--- src/rtl/i2s_dac_transmitter_if.sv ---
// Sample-pair stream from the filter path into the I2S DAC transmitter.
// The master offers a left/right pair; the transmitter takes it when in_valid and in_ready are both high.
interface i2s_dac_transmitter_if #(
    parameter int SAMPLE_WIDTH = 16
);
    logic [SAMPLE_WIDTH-1:0] in_left;
    logic [SAMPLE_WIDTH-1:0] in_right;
    logic                    in_valid;
    logic                    in_ready;

    modport master (
        output in_left,
        output in_right,
        output in_valid,
        input  in_ready
    );

    modport slave (
        input  in_left,
        input  in_right,
        input  in_valid,
        output in_ready
    );
endinterface

--- src/rtl/i2s_dac_transmitter.sv ---
// I2S serializer for the ADAU1761 DAC line. The codec is the clock master.
// bclk and lrclk are resynchronized into clk, and one sample pair is buffered ahead of the active frame.
module i2s_dac_transmitter #(
    parameter int SAMPLE_WIDTH       = 16,
    parameter int SYNC_STAGES        = 2,
    parameter int UNDERRUN_CNT_WIDTH = 8
) (
    input  logic                          clk,
    input  logic                          rst,
    input  logic                          bclk,
    input  logic                          lrclk,
    i2s_dac_transmitter_if.slave          smp,
    output logic                          dac_sdata,
    output logic                          frame_start,
    output logic                          underrun,
    output logic [UNDERRUN_CNT_WIDTH-1:0] underrun_count
);
    localparam int CNT_W = $clog2(SAMPLE_WIDTH);

    logic [SYNC_STAGES-1:0]  bclk_sync;
    logic [SYNC_STAGES-1:0]  lrclk_sync;
    logic                    bclk_d;
    logic                    bclk_s;
    logic                    lrclk_s;
    logic                    rise_p;
    logic                    fall_p;

    logic [SAMPLE_WIDTH-1:0] pending_l;
    logic [SAMPLE_WIDTH-1:0] pending_r;
    logic                    pending_full;
    logic [SAMPLE_WIDTH-1:0] active_r;
    logic [SAMPLE_WIDTH-1:0] shift_reg;
    logic [CNT_W-1:0]        bits_left;
    logic                    lr_prev;
    logic                    load_armed;
    logic                    channel;

    logic                    accept;
    logic [SAMPLE_WIDTH-1:0] load_l;
    logic [SAMPLE_WIDTH-1:0] load_r;

    assign bclk_s       = bclk_sync[SYNC_STAGES-1];
    assign lrclk_s      = lrclk_sync[SYNC_STAGES-1];
    assign rise_p       = bclk_s & ~bclk_d;
    assign fall_p       = ~bclk_s & bclk_d;
    assign smp.in_ready = ~pending_full;
    assign accept       = smp.in_valid & ~pending_full;

    // An empty buffer at frame start sends silence for both channels.
    always_comb begin
        load_l = '0;
        load_r = '0;
        if (pending_full) begin
            load_l = pending_l;
            load_r = pending_r;
        end
    end

    always_ff @(posedge clk or posedge rst) begin
        if (rst) begin
            bclk_sync  <= '0;
            lrclk_sync <= '0;
            bclk_d     <= 1'b0;
        end else begin
            bclk_sync  <= {bclk_sync[SYNC_STAGES-2:0], bclk};
            lrclk_sync <= {lrclk_sync[SYNC_STAGES-2:0], lrclk};
            bclk_d     <= bclk_s;
        end
    end

    always_ff @(posedge clk or posedge rst) begin
        if (rst) begin
            pending_l      <= '0;
            pending_r      <= '0;
            pending_full   <= 1'b0;
            active_r       <= '0;
            shift_reg      <= '0;
            bits_left      <= '0;
            lr_prev        <= 1'b0;
            load_armed     <= 1'b0;
            channel        <= 1'b0;
            dac_sdata      <= 1'b0;
            frame_start    <= 1'b0;
            underrun       <= 1'b0;
            underrun_count <= '0;
        end else begin
            frame_start <= 1'b0;
            underrun    <= 1'b0;

            if (accept) begin
                pending_l    <= smp.in_left;
                pending_r    <= smp.in_right;
                pending_full <= 1'b1;
            end

            // lrclk is sampled mid-bit on bclk rise, where it is stable.
            if (rise_p) begin
                if (lrclk_s != lr_prev) begin
                    load_armed <= 1'b1;
                    channel    <= lrclk_s;
                end
                lr_prev <= lrclk_s;
            end

            if (fall_p) begin
                if (load_armed) begin
                    load_armed <= 1'b0;
                    bits_left  <= CNT_W'(SAMPLE_WIDTH - 1);
                    if (!channel) begin
                        frame_start <= 1'b1;
                        active_r    <= load_r;
                        dac_sdata   <= load_l[SAMPLE_WIDTH-1];
                        shift_reg   <= {load_l[SAMPLE_WIDTH-2:0], 1'b0};
                        if (pending_full) begin
                            pending_full <= 1'b0;
                        end else begin
                            underrun <= 1'b1;
                            if (!(&underrun_count))
                                underrun_count <= underrun_count + UNDERRUN_CNT_WIDTH'(1);
                        end
                    end else begin
                        dac_sdata <= active_r[SAMPLE_WIDTH-1];
                        shift_reg <= {active_r[SAMPLE_WIDTH-2:0], 1'b0};
                    end
                end else if (bits_left != '0) begin
                    dac_sdata <= shift_reg[SAMPLE_WIDTH-1];
                    shift_reg <= {shift_reg[SAMPLE_WIDTH-2:0], 1'b0};
                    bits_left <= bits_left - CNT_W'(1);
                end else begin
                    // Slot padding past the word is zero.
                    dac_sdata <= 1'b0;
                end
            end
        end
    end
endmodule
--- src/flat_wrapper.sv ---
// flat-port wrapper written by rule: the top's interface ports become plain ports
module i2s_dac_transmitter_flat 
#(
    parameter int SAMPLE_WIDTH       = 16,
    parameter int SYNC_STAGES        = 2,
    parameter int UNDERRUN_CNT_WIDTH = 8
)
  (clk, rst, bclk, lrclk, dac_sdata, frame_start, underrun, underrun_count, smp_in_left, smp_in_right, smp_in_valid, smp_in_ready);
  i2s_dac_transmitter_if #(.SAMPLE_WIDTH(SAMPLE_WIDTH)) smp_i ();
  input  logic clk;
  input  logic rst;
  input  logic bclk;
  input  logic lrclk;
  output logic dac_sdata;
  output logic frame_start;
  output logic underrun;
  output logic [UNDERRUN_CNT_WIDTH-1:0] underrun_count;
  input wire logic [$bits(smp_i.in_left)-1:0] smp_in_left;
  input wire logic [$bits(smp_i.in_right)-1:0] smp_in_right;
  input wire logic [$bits(smp_i.in_valid)-1:0] smp_in_valid;
  output wire logic [$bits(smp_i.in_ready)-1:0] smp_in_ready;
  assign smp_i.in_left = smp_in_left;
  assign smp_i.in_right = smp_in_right;
  assign smp_i.in_valid = smp_in_valid;
  assign smp_in_ready = smp_i.in_ready;
  i2s_dac_transmitter #(.SAMPLE_WIDTH(SAMPLE_WIDTH), .SYNC_STAGES(SYNC_STAGES), .UNDERRUN_CNT_WIDTH(UNDERRUN_CNT_WIDTH)) u_core (.clk(clk), .rst(rst), .bclk(bclk), .lrclk(lrclk), .smp(smp_i), .dac_sdata(dac_sdata), .frame_start(frame_start), .underrun(underrun), .underrun_count(underrun_count));
endmodule
--- config.mk ---
export PLATFORM = sky130hd
export DESIGN_NAME = i2s_dac_transmitter_flat
export DESIGN_NICKNAME = d
export VERILOG_FILES = /design/src/rtl/i2s_dac_transmitter_if.sv /design/src/rtl/i2s_dac_transmitter.sv /design/src/flat_wrapper.sv
export SDC_FILE = /design/constraint.sdc
export NUM_CORES = 1
export LEC_CHECK = 0
export CAP_MARGIN = 10
export CORE_MARGIN = 4
export CORE_UTILIZATION = 50
export DETAILED_ROUTE_END_ITERATION = 8
export PLACE_DENSITY = 0.73
export SYNTH_ARGS = -nofsm -noshare
export SYNTH_HDL_FRONTEND = slang
export SYNTH_SLANG_ARGS = --single-unit
--- constraint.sdc ---
create_clock -name clk -period 7.1 [get_ports clk]
set_input_delay 0.71 -clock clk [delete_from_list [all_inputs] [get_ports clk]]
set_output_delay 0.71 -clock clk [all_outputs]
set_load 0.02 [all_outputs]
==> flow_metrics.py <==
metrics = {
    "worst_setup_path": {
        "critical_path.reg2reg.startpoint": "u_core.load_armed$_DFF_PP0_",
        "critical_path.startpoint_type": "register",
        "critical_path_peak_fanout": 24,
        "timing_worst_setup_path_type": "register to output port",
        "worst-endpoint-arrival_ns": 2.00,
        "cp_data_required_time_ns": 6.39,
        "reg2reg_slack_ns": 4.86,
        "end_kind": "output port",
        "crit_start": "u_core.pending_full$_DFF_PP0_",
    },
    "clock_tree": {
        "clock_tree.htree_level_count": 3,
        "postCtsSetupRepairBufs": 0,
        "tritoncts.num_buffers": 9,
        "path_clk_slew_ns": 0.07,
        "cts_root_buffer": "clkbuf_8",
        "skew_pair_late_insertion_delay_ns": 0.35,
        "postCtsResizedCells": 0,
        "ctsLongestPathBuffers": 2,
        "cts_hold_buffers": 0,
        "cts_tree": "done",
        "clock_sink_count": 87,
    },
    "synth": {
        "synth.net_count": 365,
        "asyncSetResetFlopFracSynth": 1.00,
        "seq_area_frac_synth": 0.584,
        "syn_avg_cell_area_um2": 11.4,
        "ys_warn_count": 0,
        "synthFlopType": "dfrtp_1",
        "synth.cells.most_frequent": "87 x dfrtp_1, 65 x nand2_1, 31 x mux2_1, 19 x nor2_1, 18 x nand3_1",
        "netlist.top_cell.by_area": "dfrtp_1",
        "synth_cell_type_count": 44,
        "synthMostInstantiatedCell": "dfrtp_1",
        "synth-edff-count": 0,
        "synth_area_um2": 3730,
        "gate_count_after_technology_mapping": 326,
        "share_of_the_synthesized_area_in_the_top_cell_type": 0.584,
        "ys_ff_latch": 87,
        "synthTopCellsByArea": "dfrtp_1 58%, mux2_1 9.4%, nand2_1 6.5%",
    },
    "timing": {
        "finalSetupViolCount": 0,
        "period_needed_ns": 2.71,
        "timing.final.crit_share": 0.381,
        "largest_clock_skew_in_the_final_design_ns": 0.00593,
        "report.final.hold_viol_count": 0,
        "timing.setup.tns_ns": 0,
        "timing_max_transition_violations_final": 0,
        "rsz_0062_raised_after_global_routing": "false",
        "max_freq_ghz": 0.370,
        "maxSlewHeadroom": 0.296,
        "worstMarginPinSlew_ns": 1.06,
    },
    "global_route": {
        "grt_use_total": 0.168,
        "maximum_number_of_pins_on_one_net_before_global_route_repair": 88,
        "antenna_violations_before_repair": 0,
        "first_pass_grt_wire_length_mm": 11.7,
        "first_global_vias": 2528,
        "grt.overflow.total": 0,
    },
    "status": {
        "run_status": "complete, no violations",
    },
    "route": {
        "dr_total_vias": 2474,
        "drt_wl_total_mm": 6.74,
        "drt_first_pass_iters": 4,
        "wire_per_inst_um": 14.3,
        "post_drt_via_cell_ratio": 5.25,
        "detail_route.drc_violations": 0,
        "ant_nets": 0,
        "drt-initial-drc-count": 135,
    },
    "min_path": {
        "min-delay-start": "u_core.lrclk_sync[0]$_DFF_PP0_",
        "hold_path_class": "register to register",
    },
    "run": {
        "max_capacitance_violation_count": 0,
    },
    "floorplan": {
        "die_width_um": 94.4,
        "die_h_um": 94.4,
        "core_footprint_um2": 7250,
        "boundaryPins": 49,
        "floorplan.die_area_um2": 8910,
        "number_of_standard_cell_rows_in_the_floorplan": 31,
        "initial_utilization": 0.514,
    },
    "final_layout": {
        "finish.net_count": 408,
        "number_of_fill_cells_in_the_layout": 604,
        "multiInputGateArea_um2": 1400,
        "area.growth.synth_to_final_pct": 18.5,
        "registers_with_the_highest_flip_flop_counts": "u_core.active_r: 16 flops, u_core.pending_l: 16 flops, u_core.pending_r: 16 flops",
        "sequential_cell_area_um2": 2180,
        "n_antenna_cell": 0,
        "final_core_util": 0.609,
        "post_route_cells_drive_above_1_share": 0.0860,
    },
    "power_and_ir_drop": {
        "fin_total_pwr_mw": 1.52,
        "max-vdd-ir-drop_uv": 191,
        "total_leakage_power_nw": 1.97,
        "cellPowerDensity_nw_per_um2": 344,
    },
    "placement": {
        "routability_congestion_estimate": 0.743,
        "port_buffers": 48,
        "hpwlAfterDp_mm": 4.52,
    },
}
## worst max-delay path, cell delays in order, from the launching register on
cell	delay (ns)
dfrtp_1	0.95
inv_2	0.12
clkdlybuf4s50_1	0.58
## kinds of logic after synthesis
kind of cell / synth area share
buffers and inverters: 0.0429
AO/OA/AOI/OAI: 0.0892
AND/OR/NAND/NOR: 0.160
multiplexers: 0.105
XOR/XNOR: 0.0117
flip-flops: 0.584
adder cells (fa/ha/maj): 0.00671
## routing by layer
| metal | track usage | share of wire |
|---|---|---|
| met2 | 0.274 | 0.46 |
| met4 | 0.0686 | 0.019 |
| met3 | 0.0398 | 0.044 |
| met1 | 0.219 | 0.47 |
| met5 | 0 | 0 |
## worst paths after layout
kind	to	cells after the start
setup / recovery	smp_in_ready	2
min in group asynchronous	u_core.lrclk_sync[1]$_DFF_PP0_	3
hold / removal	u_core.lrclk_sync[1]$_DFF_PP0_	0
hold reg to reg	u_core.lrclk_sync[1]$_DFF_PP0_	0
setup reg to reg	u_core.active_r[15]$_DFFE_PP0P_	5
max in group asynchronous	u_core.pending_l[9]$_DFFE_PP0P_	3
## metrics by stage
step | hold slack (ns) | instance area [um2] | instances | setup slack (ns)
2_1_floorplan | 0.331 | 3730 | 326 | 4.14
3_3_place_gp | 0.340 | 4240 | 457 | 4.79
3_5_place_dp | 0.342 | 4240 | 457 | 4.76
4_1_cts | 0.359 | 4420 | 471 | 4.38
5_1_grt | 0.376 | 4420 | 471 | 4.31
6_report | 0.355 | 4420 | 471 | 4.39
## layout make-up
| cell class | instances | area share |
|---|---|---|
| clock buffers | 14 | 0.0413 |
| inverters | 9 | 0.00821 |
| multi-input cells | 211 | 0.316 |
| flip-flops and latches | 87 | 0.493 |
| well taps | 99 | 0.0280 |
| repair buffers | 51 | 0.114 |
## where the power goes
group | internal (mW) | total [mW] | switching [mW]
Clock | 0.162 | 0.319 | 0.157
Combinational | 0.190 | 0.372 | 0.182
Sequential | 0.683 | 0.827 | 0.144
## layout by cell type, fill, tap and decap left out, drive strengths merged, types with 3 or more instances in the layout
master	instances
buf	3
nand2b	3
dfrtp	87
xnor2	4
nor2b	3
o31ai	13
mux2	34
clkbuf	14
a31oi	5
a21oi	5
a221oi	13
clkdlybuf4s50	48
o21ai	5
inv	7
nand2	65
nor2	20
nand3	18
(Power assumes the default switching activity.)
